===== config.mk =====
export PLATFORM = sky130hd
export DESIGN_NAME = axi_llc_burst_sequencer
export DESIGN_NICKNAME = d
export VERILOG_FILES = /design/src/rtl/axi_llc_burst_sequencer.sv
export SDC_FILE = /design/constraint.sdc
export NUM_CORES = 1
export LEC_CHECK = 0
export CORE_ASPECT_RATIO = 0.7
export CORE_MARGIN = 5
export CORE_UTILIZATION = 38
export CTS_CLUSTER_SIZE = 10
export DETAILED_ROUTE_END_ITERATION = 16
export PLACE_DENSITY_LB_ADDON = 0.25
export RECOVER_POWER = 50
export SLEW_MARGIN = 20
export SYNTH_ARGS = -nofsm -noshare
export SYNTH_HDL_FRONTEND = slang
export SYNTH_SLANG_ARGS = --single-unit

===== constraint.sdc =====
create_clock -name clk_i -period 3.6 [get_ports clk_i]
set_input_delay 0.54 -clock clk_i [delete_from_list [all_inputs] [get_ports clk_i]]
set_output_delay 0.54 -clock clk_i [all_outputs]
set_load 0.1 [all_outputs]

===== src/rtl/axi_llc_burst_sequencer.sv =====
// Shared payload types for the burst sequencer and its cutter.
package axi_llc_burst_sequencer_pkg;

  localparam int unsigned AddrWidth = 32;
  localparam int unsigned LenWidth  = 8;

  localparam logic [1:0] BurstFixed = 2'b00;
  localparam logic [1:0] BurstIncr  = 2'b01;
  localparam logic [1:0] BurstWrap  = 2'b10;

  // Subset of an AXI AW/AR channel seen by the cutter.
  typedef struct packed {
    logic [AddrWidth-1:0] addr;
    logic [LenWidth-1:0]  len;
    logic [2:0]           size;
    logic [1:0]           burst;
  } chan_t;

  // One cache-line descriptor produced by the cutter.
  typedef struct packed {
    logic [AddrWidth-1:0] addr;
    logic [LenWidth-1:0]  len;
    logic                 x_last;
  } desc_t;

endpackage

// axi_llc_burst_sequencer
//   Accepts one AXI Ax burst, drives the combinational burst cutter with the
//   remaining burst and emits one cache-line descriptor per handshake, feeding
//   the cutter's remaining-burst output back until the last descriptor.
// Ports:
//   clk_i, rst_ni              clock, async active-low reset
//   stall_i                    blocks new Ax acceptance only
//   ax_chan_i/valid_i/ready_o  incoming burst handshake
//   cut_chan_o                 current remaining burst to the cutter
//   cut_next_i, cut_desc_i     cutter results
//   desc_o/valid_o/ready_i     descriptor handshake
//   busy_o                     a burst is being cut
//   desc_cnt_o                 descriptors emitted for the current burst
module axi_llc_burst_sequencer #(
  parameter type chan_t = axi_llc_burst_sequencer_pkg::chan_t,
  parameter type desc_t = axi_llc_burst_sequencer_pkg::desc_t
) (
  input  logic       clk_i,
  input  logic       rst_ni,
  input  logic       stall_i,
  input  chan_t      ax_chan_i,
  input  logic       ax_valid_i,
  output logic       ax_ready_o,
  output chan_t      cut_chan_o,
  input  chan_t      cut_next_i,
  input  desc_t      cut_desc_i,
  output desc_t      desc_o,
  output logic       desc_valid_o,
  input  logic       desc_ready_i,
  output logic       busy_o,
  output logic [8:0] desc_cnt_o
);

  localparam int unsigned CntWidth = 9;
  localparam logic [CntWidth-1:0] CntMax = CntWidth'(256);

  typedef enum logic {
    IDLE = 1'b0,
    CUT  = 1'b1
  } state_e;

  state_e              state_q, state_d;
  chan_t               chan_q, chan_d;
  logic [CntWidth-1:0] cnt_q, cnt_d;

  // State and burst registers.
  always_ff @(posedge clk_i or negedge rst_ni) begin
    if (!rst_ni) begin
      state_q <= IDLE;
      chan_q  <= '0;
      cnt_q   <= '0;
    end else begin
      state_q <= state_d;
      chan_q  <= chan_d;
      cnt_q   <= cnt_d;
    end
  end

  // Next state and handshake outputs.
  always_comb begin
    state_d      = state_q;
    chan_d       = chan_q;
    cnt_d        = cnt_q;
    ax_ready_o   = 1'b0;
    desc_valid_o = 1'b0;
    busy_o       = 1'b0;
    desc_o       = cut_desc_i;

    unique case (state_q)
      IDLE: begin
        // Reset term keeps ready low while the block is held in reset.
        ax_ready_o = rst_ni && !stall_i;
        if (ax_valid_i && ax_ready_o) begin
          chan_d  = ax_chan_i;
          cnt_d   = '0;
          state_d = CUT;
        end
      end
      CUT: begin
        busy_o       = 1'b1;
        desc_valid_o = 1'b1;
        if (desc_ready_i) begin
          cnt_d = (cnt_q == CntMax) ? cnt_q : cnt_q + CntWidth'(1);
          if (cut_desc_i.x_last) begin
            state_d = IDLE;
          end else begin
            chan_d = cut_next_i;
          end
        end
      end
      default: state_d = IDLE;
    endcase
  end

  // Cutter is combinational, so it always sees the registered remaining burst.
  assign cut_chan_o = chan_q;
  assign desc_cnt_o = cnt_q;

`ifndef SYNTHESIS
  // Descriptor must hold while stalled by downstream.
  assert property (@(posedge clk_i) disable iff (!rst_ni)
                   desc_valid_o && !desc_ready_i |=> desc_valid_o && $stable(desc_o));
  // No new burst may be taken while cutting.
  assert property (@(posedge clk_i) disable iff (!rst_ni)
                   state_q == CUT |-> !ax_ready_o);
`endif

endmodule


Word level (Yosys, flattened, before mapping). Index checks and enable logic that the tools add are counted.

Input bits: 136. Register bits: 55. Logic and storage cells: 32.

Reduce and logical (&&, ||, !) cells: 5. Mux-type cells: 14. Bitwise logic cells: 1. Equal/unequal tests: 5. Add/subtract/negate cells: 1.

Operators with widths (number): 45-bit 2-to-1 mux (3); 45-bit case mux with 2 select lines (1); 9-bit 2-to-1 mux (3); 9-bit case mux with 2 select lines (1); 9-bit by 1-bit adder with 9-bit output, second input constant (1); 9-bit == test, second input constant (1); 2-bit inequality test, second input constant (4); 3-bit AND reduction (2); 1-bit 2-to-1 mux (5); 1-bit logical AND (2); 1-bit case mux with 2 select lines (1); 1-bit zero test (1); 1-bit inverter (1).

Logic depth before layout (Yosys ltp).
Depth after elaboration: 5. Depth in mapped cells: 5.

Worst setup path after synthesis. OpenSTA, ideal clock, no wires.

Path type: register to output. Start point: register state_q. End point: output port ax_ready_o. Required time: 3.060 ns. Slack: -0.592 ns. Data arrival time: 3.652 ns. Stages on the path, launching flop included: 5. Cells stage by stage: dfrtp_1 buf_2 buf_2 buf_2 nor3b_1.

Longest elaborated chain between the ends: 1.

RTL lines: start: declaration (line 69) `state_e state_q, state_d;`; start signal: assignment (line 80) `state_q <= state_d;`; 1-bit 2-to-1 mux (line 96) `unique case (state_q)`; end: declaration (line 50) `output logic ax_ready_o,`.

No other way between the ends.

Final worst setup path.
Start point: register state_q. End point: register chan_q, in the netlist cut_chan_o[5].

Longest elaborated chain between the ends: 3. Elaborated cells on any way between the ends: 6. Those cells by class: 3 x eq/ne; 1 x mux; 1 x bitwise; 1 x reduce/logical.

RTL lines: 1-bit inverter; 2-bit inequality test (no source line); 3-bit AND reduction (no source line); end signal: assignment (line 81) `chan_q <= chan_d;`; end: declaration (line 70) `chan_t chan_q, chan_d;`.

Several ways; a longest one is shown, not always the timed one. A chain may end at the register's enable or synchronous reset.

==> flow_metrics.env <==
export IMPL_track_usage_pct=15.53
export IMPL_gp_congestion=0.7939
export IMPL_synth_area_leader_cell="dfrtp_1"
export IMPL_cts_tree="yes"
export IMPL_worstPathArrival_ns=2.94
export IMPL_cp_max_fo=33
export IMPL_nets=505
export IMPL_dpl_cell_area_um2=4491
export IMPL_drtIter0Drc=59
export IMPL_globalRoute_busiestLayer="met2"
export IMPL_fin_crit_ns=2.773
export IMPL_max_slew_margin_pct=9.984
export IMPL_r2r_slack_ns=0.83
export IMPL_area_growth_pct=44.84
export IMPL_wirelength_um=7926
export IMPL_cts_root_buf="clkbuf_16"
export IMPL_setup_viol=0
export IMPL_clock_latency_ns=0.28
export IMPL_grt_pass1_vias=2529
export IMPL_drc_errors=0
export IMPL_cts_buffers=5
export IMPL_syn_inst=258
export IMPL_cp_required_ns=3.77
export IMPL_worstSetupPathType="register to register"
export IMPL_ys_types=28
export IMPL_ir_worst_vdd_mv=0.5318
export IMPL_finalClockSkew_ns=0.003963
export IMPL_syn_nets=396
export IMPL_numPortBuffers=153
export IMPL_pin_count=234
export IMPL_hpwlAfterDp_um=6078
export IMPL_fin_tns_setup_ns=0
export IMPL_num_vias=2333
export IMPL_grt_antenna_before_repair=0
export IMPL_h_tree_depth=2
export IMPL_timing_final_crit_share_pct=77.04
export IMPL_worstMarginPinSlew_ns=1.350
export IMPL_worstSetupEndpointType="register"
export IMPL_cap_violations=0
export IMPL_dieArea_um2=10350
export IMPL_start_util_pct=38.41
export IMPL_netlist_top_cells_area="dfrtp_1 43%, mux2_2 32%, buf_4 9.9%"
export IMPL_grt_util_met1_pct=19.35
export IMPL_final_cell_mix="148 x clkdlybuf4s50_1, 90 x mux2_2, 55 x dfrtp_1"
export IMPL_ctsResizeCount=0
export IMPL_diodes=0
export IMPL_viasPerCell=4.932
export IMPL_p_per_area_nw_per_um2=877.2
export IMPL_chipWidth_um=119.5
export IMPL_numClockSinks=55
export IMPL_drt_pass1_iter_count=4
export IMPL_critPathLaunchType="register"
export IMPL_min_path_type="register to register"
export IMPL_yosys_warnings=0
export IMPL_finalInstanceArea_um2=4619
export IMPL_total_leakage_power_nw=1.787
export IMPL_nFillCells=737
export IMPL_clockBufferDepth=2
export IMPL_run_status="completed"
export IMPL_cts_setup_buffers=0
export IMPL_coreArea_um2=8303
export IMPL_grtUsageMet2_pct=24.28
export IMPL_yosysSeqAreaShare_pct=43.15
export IMPL_path_clk_slew_ns=0.06
export IMPL_hold_viol=0
export IMPL_grt_max_degree=56
export IMPL_total_power_mw=4.052
export IMPL_met3_usage_pct=8.676
export IMPL_grt_setup_unrepaired="false"
export IMPL_synth_top_area_share_pct=43.15
export IMPL_antenna_left=0
export IMPL_wl_per_cell_um=16.76
export IMPL_ys_ff_latch=55
export IMPL_die_y_um=86.65
export IMPL_fmaxAchievable_ghz=0.3606
export IMPL_mostFrequentLayoutCell="clkdlybuf4s50_1"
export IMPL_avgSynthCellArea_um2=12.36
export IMPL_syn_area_um2=3189
export IMPL_postCtsHoldBufs=0
export IMPL_drive_gt1_share_pct=29.08
export IMPL_num_rows=28
export IMPL_drv_slew=0
export IMPL_overflow=0
export IMPL_grt_pass1_wl_um=13060
## logic make-up (layout without fill, tap and decap cells)
logic type	count (synthesis)	count (layout)	synth area share [%]
AOI/OAI and AO/OA	15	15	3.688
muxes	92	92	32.40
and+or+nand+nor	35	35	6.552
adders and majority gates	2	2	0.7845
DFF	55	55	43.15
buffers and inverters	57	167	12.87
xor gates and xnor gates	2	2	0.5493
## per-stage QoR
step	cells	setup slack [ns]	hold WS, ns	util [%]
after detailed placement	465	0.8358	0.4948	54.08
after global placement	465	0.8645	0.4895	54.08
after floorplan	258	0.3966	0.2444	-
after global routing	473	0.5656	0.5165	55.64
after CTS	473	1.093	0.4910	55.74
final	473	0.8267	0.5043	55.64
## final cells by class
class | count | area, um^2 | share of cell area, %
repair buffers | 157 | 1551 | 33.59
multi-input cells | 146 | 1415 | 30.63
flip-flops and latches | 55 | 1376 | 29.79
clock buffers | 7 | 132.6 | 2.871
well taps | 105 | 131.4 | 2.844
inverters | 2 | 7.507 | 0.1625
clock inverters | 1 | 5.005 | 0.1083
## sequential cells by signal, indices dropped and copies added, names as in the netlist
signal / cells
cut_chan_o: 45
state_q: 1
desc_cnt_o: 9
## cells in the mapped netlist, drive strengths merged
library cell and n:
nor2b 1, inv 2, or4 2, o311ai 1, nand4 4, mux2i 2
o211ai 9, nor3b 2, xor2 2, buf 54, ha 2, nand3 4
mux2 90, nand2b 1, o31ai 1, dfrtp 55, nand2 16, o21ai 1
nand4bb 2, clkbuf 1, o21a 1, o2111ai 2, or4b 3
## power breakdown
| group | internal, mW | switching, mW |
|---|---|---|
| sequential | 0.831 | 0.154 |
| combinational | 0.700 | 1.91 |
| clock | 0.258 | 0.202 |
| total | 1.79 | 2.26 |
## worst max-delay path: stages (launching register included)
cell     delay, ns
dfrtp_1       1.15
nand2_1       0.21
o21ai_4       0.66
buf_12        0.27
mux2_2        0.35
## worst paths after layout
path                                     start              to  cells past startpoint
worst max-delay path                   state_q   cut_chan_o[5]                      4
worst min-delay path            cut_chan_o[15]  cut_chan_o[15]                      1
worst max register to register         state_q   cut_chan_o[5]                      4
worst min register to register  cut_chan_o[15]  cut_chan_o[15]                      1
max in group asynchronous               rst_ni   desc_cnt_o[7]                      2
min in group asynchronous               rst_ni   desc_cnt_o[2]                      2
## layer usage
layer  routed length (um)  share of wire [%]
met1                 3193                 40
met2                 3525                 44
met3                 1148                 14
met4                   58               0.73
met5                    0                  0
Note: power is estimated with default switching activity, not from simulation.
